--- config.mk ---
export PLATFORM = sky130hd
export DESIGN_NAME = seg7_scan_decoder
export DESIGN_NICKNAME = d
export VERILOG_FILES = /design/src/rtl/seg7_scan_decoder.sv
export SDC_FILE = /design/constraint.sdc
export NUM_CORES = 1
export LEC_CHECK = 0
export CAP_MARGIN = 25
export CORE_ASPECT_RATIO = 1.25
export CORE_UTILIZATION = 25
export DETAILED_ROUTE_END_ITERATION = 8
export HOLD_SLACK_MARGIN = 0.15
export PLACE_DENSITY = 0.48
export SLEW_MARGIN = 20
export SYNTH_ARGS = -nofsm -noshare
export SYNTH_HDL_FRONTEND = slang
export SYNTH_SLANG_ARGS = --single-unit
--- constraint.sdc ---
create_clock -name clk -period 6.6 [get_ports clk]
set_clock_uncertainty 0.1 [all_clocks]
set_input_delay 1.98 -clock clk [delete_from_list [all_inputs] [get_ports clk]]
set_output_delay 1.98 -clock clk [all_outputs]
set_load 0.02 [all_outputs]
--- src/rtl/seg7_scan_decoder.sv ---
// Snoops a multiplexed 4-digit active-low 7-segment bus and decodes each digit back to BCD.
// A digit is captured once per stable period after its anode/segment pattern settles.
module seg7_scan_decoder #(
  parameter int STABLE_CYCLES  = 4,
  parameter int TIMEOUT_CYCLES = 1000000
) (
  input  logic        clk,
  input  logic        rst_n,
  input  logic [6:0]  seg_in,
  input  logic [3:0]  an_in,
  output logic [15:0] bcd_out,
  output logic [3:0]  digit_valid,
  output logic        frame_done,
  output logic        err,
  output logic [1:0]  err_digit,
  output logic        stale
);

  localparam logic [7:0]  STABLE_MAX  = 8'(STABLE_CYCLES);
  localparam logic [23:0] TIMEOUT_MAX = 24'(TIMEOUT_CYCLES);
  localparam logic [1:0]  K_INVALID   = 2'd0;
  localparam logic [1:0]  K_DIGIT     = 2'd1;
  localparam logic [1:0]  K_BLANK     = 2'd2;

  typedef enum logic [1:0] {IDLE, SETTLE, HOLD} state_t;

  // Returns {kind, value}; inverse of the active-low encoder table (bit 0 = a).
  function automatic logic [5:0] decode_seg(input logic [6:0] seg);
    case (seg)
      7'h40:   decode_seg = {K_DIGIT, 4'd0};
      7'h79:   decode_seg = {K_DIGIT, 4'd1};
      7'h24:   decode_seg = {K_DIGIT, 4'd2};
      7'h30:   decode_seg = {K_DIGIT, 4'd3};
      7'h19:   decode_seg = {K_DIGIT, 4'd4};
      7'h12:   decode_seg = {K_DIGIT, 4'd5};
      7'h02:   decode_seg = {K_DIGIT, 4'd6};
      7'h78:   decode_seg = {K_DIGIT, 4'd7};
      7'h00:   decode_seg = {K_DIGIT, 4'd8};
      7'h10:   decode_seg = {K_DIGIT, 4'd9};
      7'h7F:   decode_seg = {K_BLANK, 4'hF};
      default: decode_seg = {K_INVALID, 4'h0};
    endcase
  endfunction

  logic [3:0]  s_an_q, s_an_d, prev_an_q, prev_an_d;
  logic [6:0]  s_seg_q, s_seg_d, prev_seg_q, prev_seg_d;
  state_t      state_q, state_d;
  logic [7:0]  stab_q, stab_d;
  logic [3:0]  bm_q, bm_d;
  logic [23:0] to_q, to_d;
  logic [15:0] bcd_q, bcd_d;
  logic [3:0]  valid_q, valid_d;
  logic        fd_q, fd_d, err_q, err_d, stale_q, stale_d;
  logic [1:0]  err_digit_q, err_digit_d;

  logic        changed, active, capture;
  logic [1:0]  sel;
  logic [5:0]  dec;

  always_comb begin
    active = 1'b1;
    sel    = 2'd0;
    case (s_an_q)
      4'b1110: sel = 2'd0;
      4'b1101: sel = 2'd1;
      4'b1011: sel = 2'd2;
      4'b0111: sel = 2'd3;
      default: active = 1'b0;
    endcase
  end

  assign changed = ({s_an_q, s_seg_q} != {prev_an_q, prev_seg_q});
  assign dec     = decode_seg(s_seg_q);

  always_comb begin
    s_an_d      = an_in;
    s_seg_d     = seg_in;
    prev_an_d   = s_an_q;
    prev_seg_d  = s_seg_q;
    state_d     = state_q;
    stab_d      = stab_q;
    bcd_d       = bcd_q;
    valid_d     = valid_q;
    err_d       = err_q;
    err_digit_d = err_digit_q;
    capture     = 1'b0;

    case (state_q)
      IDLE: begin
        if (active) begin
          state_d = SETTLE;
          stab_d  = 8'd1;
        end
      end
      SETTLE: begin
        if (changed) begin
          state_d = active ? SETTLE : IDLE;
          stab_d  = active ? 8'd1 : 8'd0;
        end else if (stab_q >= STABLE_MAX) begin
          capture = 1'b1;
          state_d = HOLD;
        end else if (stab_q != 8'hFF) begin
          stab_d = stab_q + 8'd1;
        end
      end
      HOLD: begin
        if (changed) begin
          state_d = active ? SETTLE : IDLE;
          stab_d  = active ? 8'd1 : 8'd0;
        end
      end
      default: state_d = IDLE;
    endcase

    // The full bitmap is retired one cycle after it fills; a capture that cycle seeds the next frame.
    fd_d = (bm_q == 4'hF);
    bm_d = fd_d ? 4'h0 : bm_q;

    for (int i = 0; i < 4; i++) begin
      if (capture && sel == 2'(i)) begin
        case (dec[5:4])
          K_DIGIT: begin
            bcd_d[4*i +: 4] = dec[3:0];
            valid_d[i]      = 1'b1;
          end
          K_BLANK: begin
            bcd_d[4*i +: 4] = 4'hF;
            valid_d[i]      = 1'b0;
          end
          default: begin
            valid_d[i]  = 1'b0;
            err_d       = 1'b1;
            err_digit_d = sel;
          end
        endcase
        bm_d[i] = 1'b1;
      end
    end

    if (capture)                 to_d = 24'd0;
    else if (to_q < TIMEOUT_MAX) to_d = to_q + 24'd1;
    else                         to_d = to_q;
    stale_d = (to_d == TIMEOUT_MAX);
  end

  always_ff @(posedge clk or negedge rst_n) begin
    if (!rst_n) begin
      s_an_q      <= 4'hF;
      s_seg_q     <= 7'h7F;
      prev_an_q   <= 4'hF;
      prev_seg_q  <= 7'h7F;
      state_q     <= IDLE;
      stab_q      <= 8'd0;
      bm_q        <= 4'h0;
      to_q        <= 24'd0;
      bcd_q       <= 16'h0;
      valid_q     <= 4'h0;
      fd_q        <= 1'b0;
      err_q       <= 1'b0;
      err_digit_q <= 2'd0;
      stale_q     <= 1'b0;
    end else begin
      s_an_q      <= s_an_d;
      s_seg_q     <= s_seg_d;
      prev_an_q   <= prev_an_d;
      prev_seg_q  <= prev_seg_d;
      state_q     <= state_d;
      stab_q      <= stab_d;
      bm_q        <= bm_d;
      to_q        <= to_d;
      bcd_q       <= bcd_d;
      valid_q     <= valid_d;
      fd_q        <= fd_d;
      err_q       <= err_d;
      err_digit_q <= err_digit_d;
      stale_q     <= stale_d;
    end
  end

  assign bcd_out     = bcd_q;
  assign digit_valid = valid_q;
  assign frame_done  = fd_q;
  assign err         = err_q;
  assign err_digit   = err_digit_q;
  assign stale       = stale_q;

endmodule

==> run summary <==
#FFs+latches synth - 85
Final Cycle Share - 51.9%
number of global-route vias before repair - 2986
WP data arrival - 1340 ps
biggest cell delay along the critical path - 620 ps
Synth Cell Area - 4220 sq um
Fmax - 0.292 GHz
CTS-repair resized insts - 0
Sequential Area - 2150 sq um
Synth Net Count - 428
height of the die - 147 um
CTS sink cnt - 85
antenna violations before repair - 0
Clock Root Buffer - sky130_fd_sc_hd__clkbuf_16
global-route total usage across every layer - 11.5%
critical-path cell with the highest stage delay - sky130_fd_sc_hd__clkdlybuf4s50_1
Max rail drop VDD - 0.101 mV
top cell type's share of synthesized area - 37.4%
area of the die - 17400 sq um
placeable core region - 16300 sq um
headroom to the max-slew limit - 40.0%
final-report hold violation count - 0
horizontal die dimension - 118 um
share of synthesized registers carrying an async set or reset - 100%
number of buffers created by CTS - 9
PwrDens - 223 nW/um^2
DRC violation count after routing - 0
floorplan row count - 52
wire length of the first global-routing pass - 15600 um
CTS HTree Levels - 3
Buf+Inv Stages, Crit Path - 1
mean post-synth cell area - 10.4 sq um
Final TNS setup - 0 ps
clock transition at the registers of the reported paths - 70 ps
dominant cells by area after synthesis - sky130_fd_sc_hd__dfrtp_1, sky130_fd_sc_hd__dfstp_2, sky130_fd_sc_hd__mux2_2, sky130_fd_sc_hd__xnor2_1, sky130_fd_sc_hd__nor2_1
YS warnings - 0
Inserted Diodes - 0
overall power - 0.00112 W
synthesized instance count - 405
cell type with the largest total area after synthesis - sky130_fd_sc_hd__dfrtp_1
crit path kind - register to output pin
gr ovfl total - 0
CP Data Required Time - 4520 ps
final layout net count - 455
setup repair after global routing missed its margin - false
pin count of the biggest net entering global routing - 51
number of filler instances in the final layout - 1678
Hold WC Path Type - register to register
hold_sp - prev_seg_d[2]
routability cong. - 0.805
Vias per Instance - 4.70
Tightest Pin Transition - 893 ps
post-route antenna net violation count - 0
cell area after layout - 5050 sq um
category of the worst setup path launch point - register
cts-stage hold buffer count - 0
Maximum Capacitance Violations - 0
Seq/Total Area, Yosys - 51.1%
worst-case clock buffer depth - 2
number of pins with negative max-slew slack in the final report - 0
detailed-placement wirelength estimate - 6660 um
layout cell share with drive strength beyond 1 - 16.2%
number of enable flip-flop cells after synthesis - 0
CTS tree - yes
beginning of the critical path - digit_valid[1]
number of distinct library cell variants in the gate-level netlist after synthesis - 60
number of DRC markers in iteration 0 - 122
P_leak - 2.12 nW
placed cell areas - 4770 sq um
total area of multi-input combinational cells - 1930 sq um
status - finished clean
setup violation total in the final timing report - 0
register-to-register path setup slack - 3440 ps
crit-path leading delay family - buffers and inverters
routed wire length per instance - 14.3 um
Post-CTS Setup Inserts - 0
Most used DFF post-synth - sky130_fd_sc_hd__dfrtp_1
area growth from synthesis to layout - 19.6%
shortest period the worst path allows - 3420 ps
vias after detailed routing - 3066
crit path cell chain - clkdlybuf4s50_1
final routed wirelength across all metal layers - 9310 um
input/output buffers - 37
number of primary I/O pins - 38
largest fanout on the critical path - 2
worst skew pair latency - 350 ps
kind of end point of the critical path - output pin
starting density of the core - 25.8%
number of iterations in the first detailed-routing pass - 4
startpoint of the worst-slack reg-to-reg timing path - prev_an_d[1]
==> area by class of cell <==
cell class | count | area share, %
flip-flops and latches | 85 | 42.7
multi-input cells | 289 | 38.3
repair buffers | 39 | 7.59
well taps | 216 | 5.36
clock buffers | 10 | 4.54
clock inverters | 6 | 0.942
inverters | 8 | 0.595
==> power by group <==
group / switching [W] / internal [W]
Clock: 0.000217 / 0.000259
Combinational: 0.0000513 / 0.0000368
Sequential: 0.0000189 / 0.000540
Total: 0.000288 / 0.000836
==> state kept, by name, indices dropped and copies added (netlist names), 4 cells and up <==
register / flops
stab_q: 8
prev_seg_q: 7
bm_q: 4
bcd_out: 16
prev_seg_d: 7
prev_an_d: 4
to_q: 24
digit_valid: 4
prev_an_q: 4
==> Yosys cell counts, types with 5 or more instances <==
cell type	number
sky130_fd_sc_hd__dfrtp_1	63
sky130_fd_sc_hd__nor2_1	42
sky130_fd_sc_hd__nand2_1	39
sky130_fd_sc_hd__dfstp_2	22
sky130_fd_sc_hd__mux2_2	20
sky130_fd_sc_hd__xnor2_1	20
sky130_fd_sc_hd__clkbuf_1	14
sky130_fd_sc_hd__nand3_1	13
sky130_fd_sc_hd__nor2b_1	13
sky130_fd_sc_hd__o21ai_0	13
sky130_fd_sc_hd__a21oi_1	12
sky130_fd_sc_hd__nand4_1	11
sky130_fd_sc_hd__ha_1	10
sky130_fd_sc_hd__inv_1	8
sky130_fd_sc_hd__xor2_1	8
sky130_fd_sc_hd__nand2b_1	7
sky130_fd_sc_hd__and3_1	6
sky130_fd_sc_hd__buf_2	6
sky130_fd_sc_hd__nor3_1	6
sky130_fd_sc_hd__or3_1	6
sky130_fd_sc_hd__nand4b_1	5
==> cell usage in the layout, fill, tap and decap left out, types with 2 or more instances in the layout <==
| master | instances |
|---|---|
| sky130_fd_sc_hd__dfrtp_1 | 63 |
| sky130_fd_sc_hd__nor2_1 | 42 |
| sky130_fd_sc_hd__nand2_1 | 39 |
| sky130_fd_sc_hd__clkdlybuf4s50_1 | 36 |
| sky130_fd_sc_hd__dfstp_2 | 22 |
| sky130_fd_sc_hd__xnor2_1 | 20 |
| sky130_fd_sc_hd__mux2_2 | 20 |
| sky130_fd_sc_hd__nor2b_1 | 13 |
| sky130_fd_sc_hd__nand3_1 | 13 |
| sky130_fd_sc_hd__o21ai_0 | 13 |
| sky130_fd_sc_hd__a21oi_1 | 12 |
| sky130_fd_sc_hd__nand4_1 | 11 |
| sky130_fd_sc_hd__ha_1 | 10 |
| sky130_fd_sc_hd__clkbuf_16 | 9 |
| sky130_fd_sc_hd__inv_1 | 8 |
| sky130_fd_sc_hd__xor2_1 | 8 |
| sky130_fd_sc_hd__nand2b_1 | 7 |
| sky130_fd_sc_hd__nor3_1 | 6 |
| sky130_fd_sc_hd__and3_1 | 6 |
| sky130_fd_sc_hd__or3_1 | 6 |
| sky130_fd_sc_hd__nand4b_1 | 5 |
| sky130_fd_sc_hd__and2_1 | 4 |
| sky130_fd_sc_hd__nor4_1 | 3 |
| sky130_fd_sc_hd__nor4_2 | 3 |
| sky130_fd_sc_hd__and4_1 | 3 |
| sky130_fd_sc_hd__o41ai_1 | 3 |
| sky130_fd_sc_hd__or4_1 | 3 |
| sky130_fd_sc_hd__o2111ai_1 | 3 |
| sky130_fd_sc_hd__clkinv_4 | 3 |
| sky130_fd_sc_hd__buf_4 | 3 |
| sky130_fd_sc_hd__a2111oi_0 | 2 |
| sky130_fd_sc_hd__a41oi_1 | 2 |
| sky130_fd_sc_hd__nand3b_1 | 2 |
| sky130_fd_sc_hd__o31ai_1 | 2 |
| sky130_fd_sc_hd__a21o_1 | 2 |
| sky130_fd_sc_hd__nor3b_1 | 2 |
| sky130_fd_sc_hd__inv_4 | 2 |
==> cell families after synthesis <==
logic type                 after synthesis  share of synthesized area, %
muxes                                   21                          5.58
and+or+nand+nor                        174                          22.2
AOI/OAI and AO/OA                       56                          9.26
xor gates and xnor gates                28                          5.81
buffers and inverters                   31                          3.11
DFF                                     85                          51.1
adders and majority gates               10                          2.97
==> path summary, 6_finish.rpt <==
check                                 end  cells after the start
max                        digit_valid[1]                      1
min                         prev_seg_q[2]                      0
max reg2reg                   bcd_out[15]                      8
min reg2reg                 prev_seg_q[2]                      0
max in group asynchronous         bm_q[3]                      2
min in group asynchronous       stab_q[2]                      1
==> per-layer routing <==
layer,vias to the layer above,global-route usage (%),routed length (um)
met2,75,17.7,4360
met4,0,3.97,97
met5,-,0,0
met1,1497,14.9,4350
met3,10,3.96,499
li1,1484,-,-
==> stage by stage <==
step,util [%],cells,hold slack [ps],setup WS (ps)
2_1_floorplan,-,405,253,3730
3_3_place_gp,29.2,637,323,3430
3_5_place_dp,29.2,637,322,3420
4_1_cts,30.9,653,331,3150
5_1_grt,30.9,653,335,3120
6_report,30.9,653,327,3180
Power figures use the tool's default switching activity.
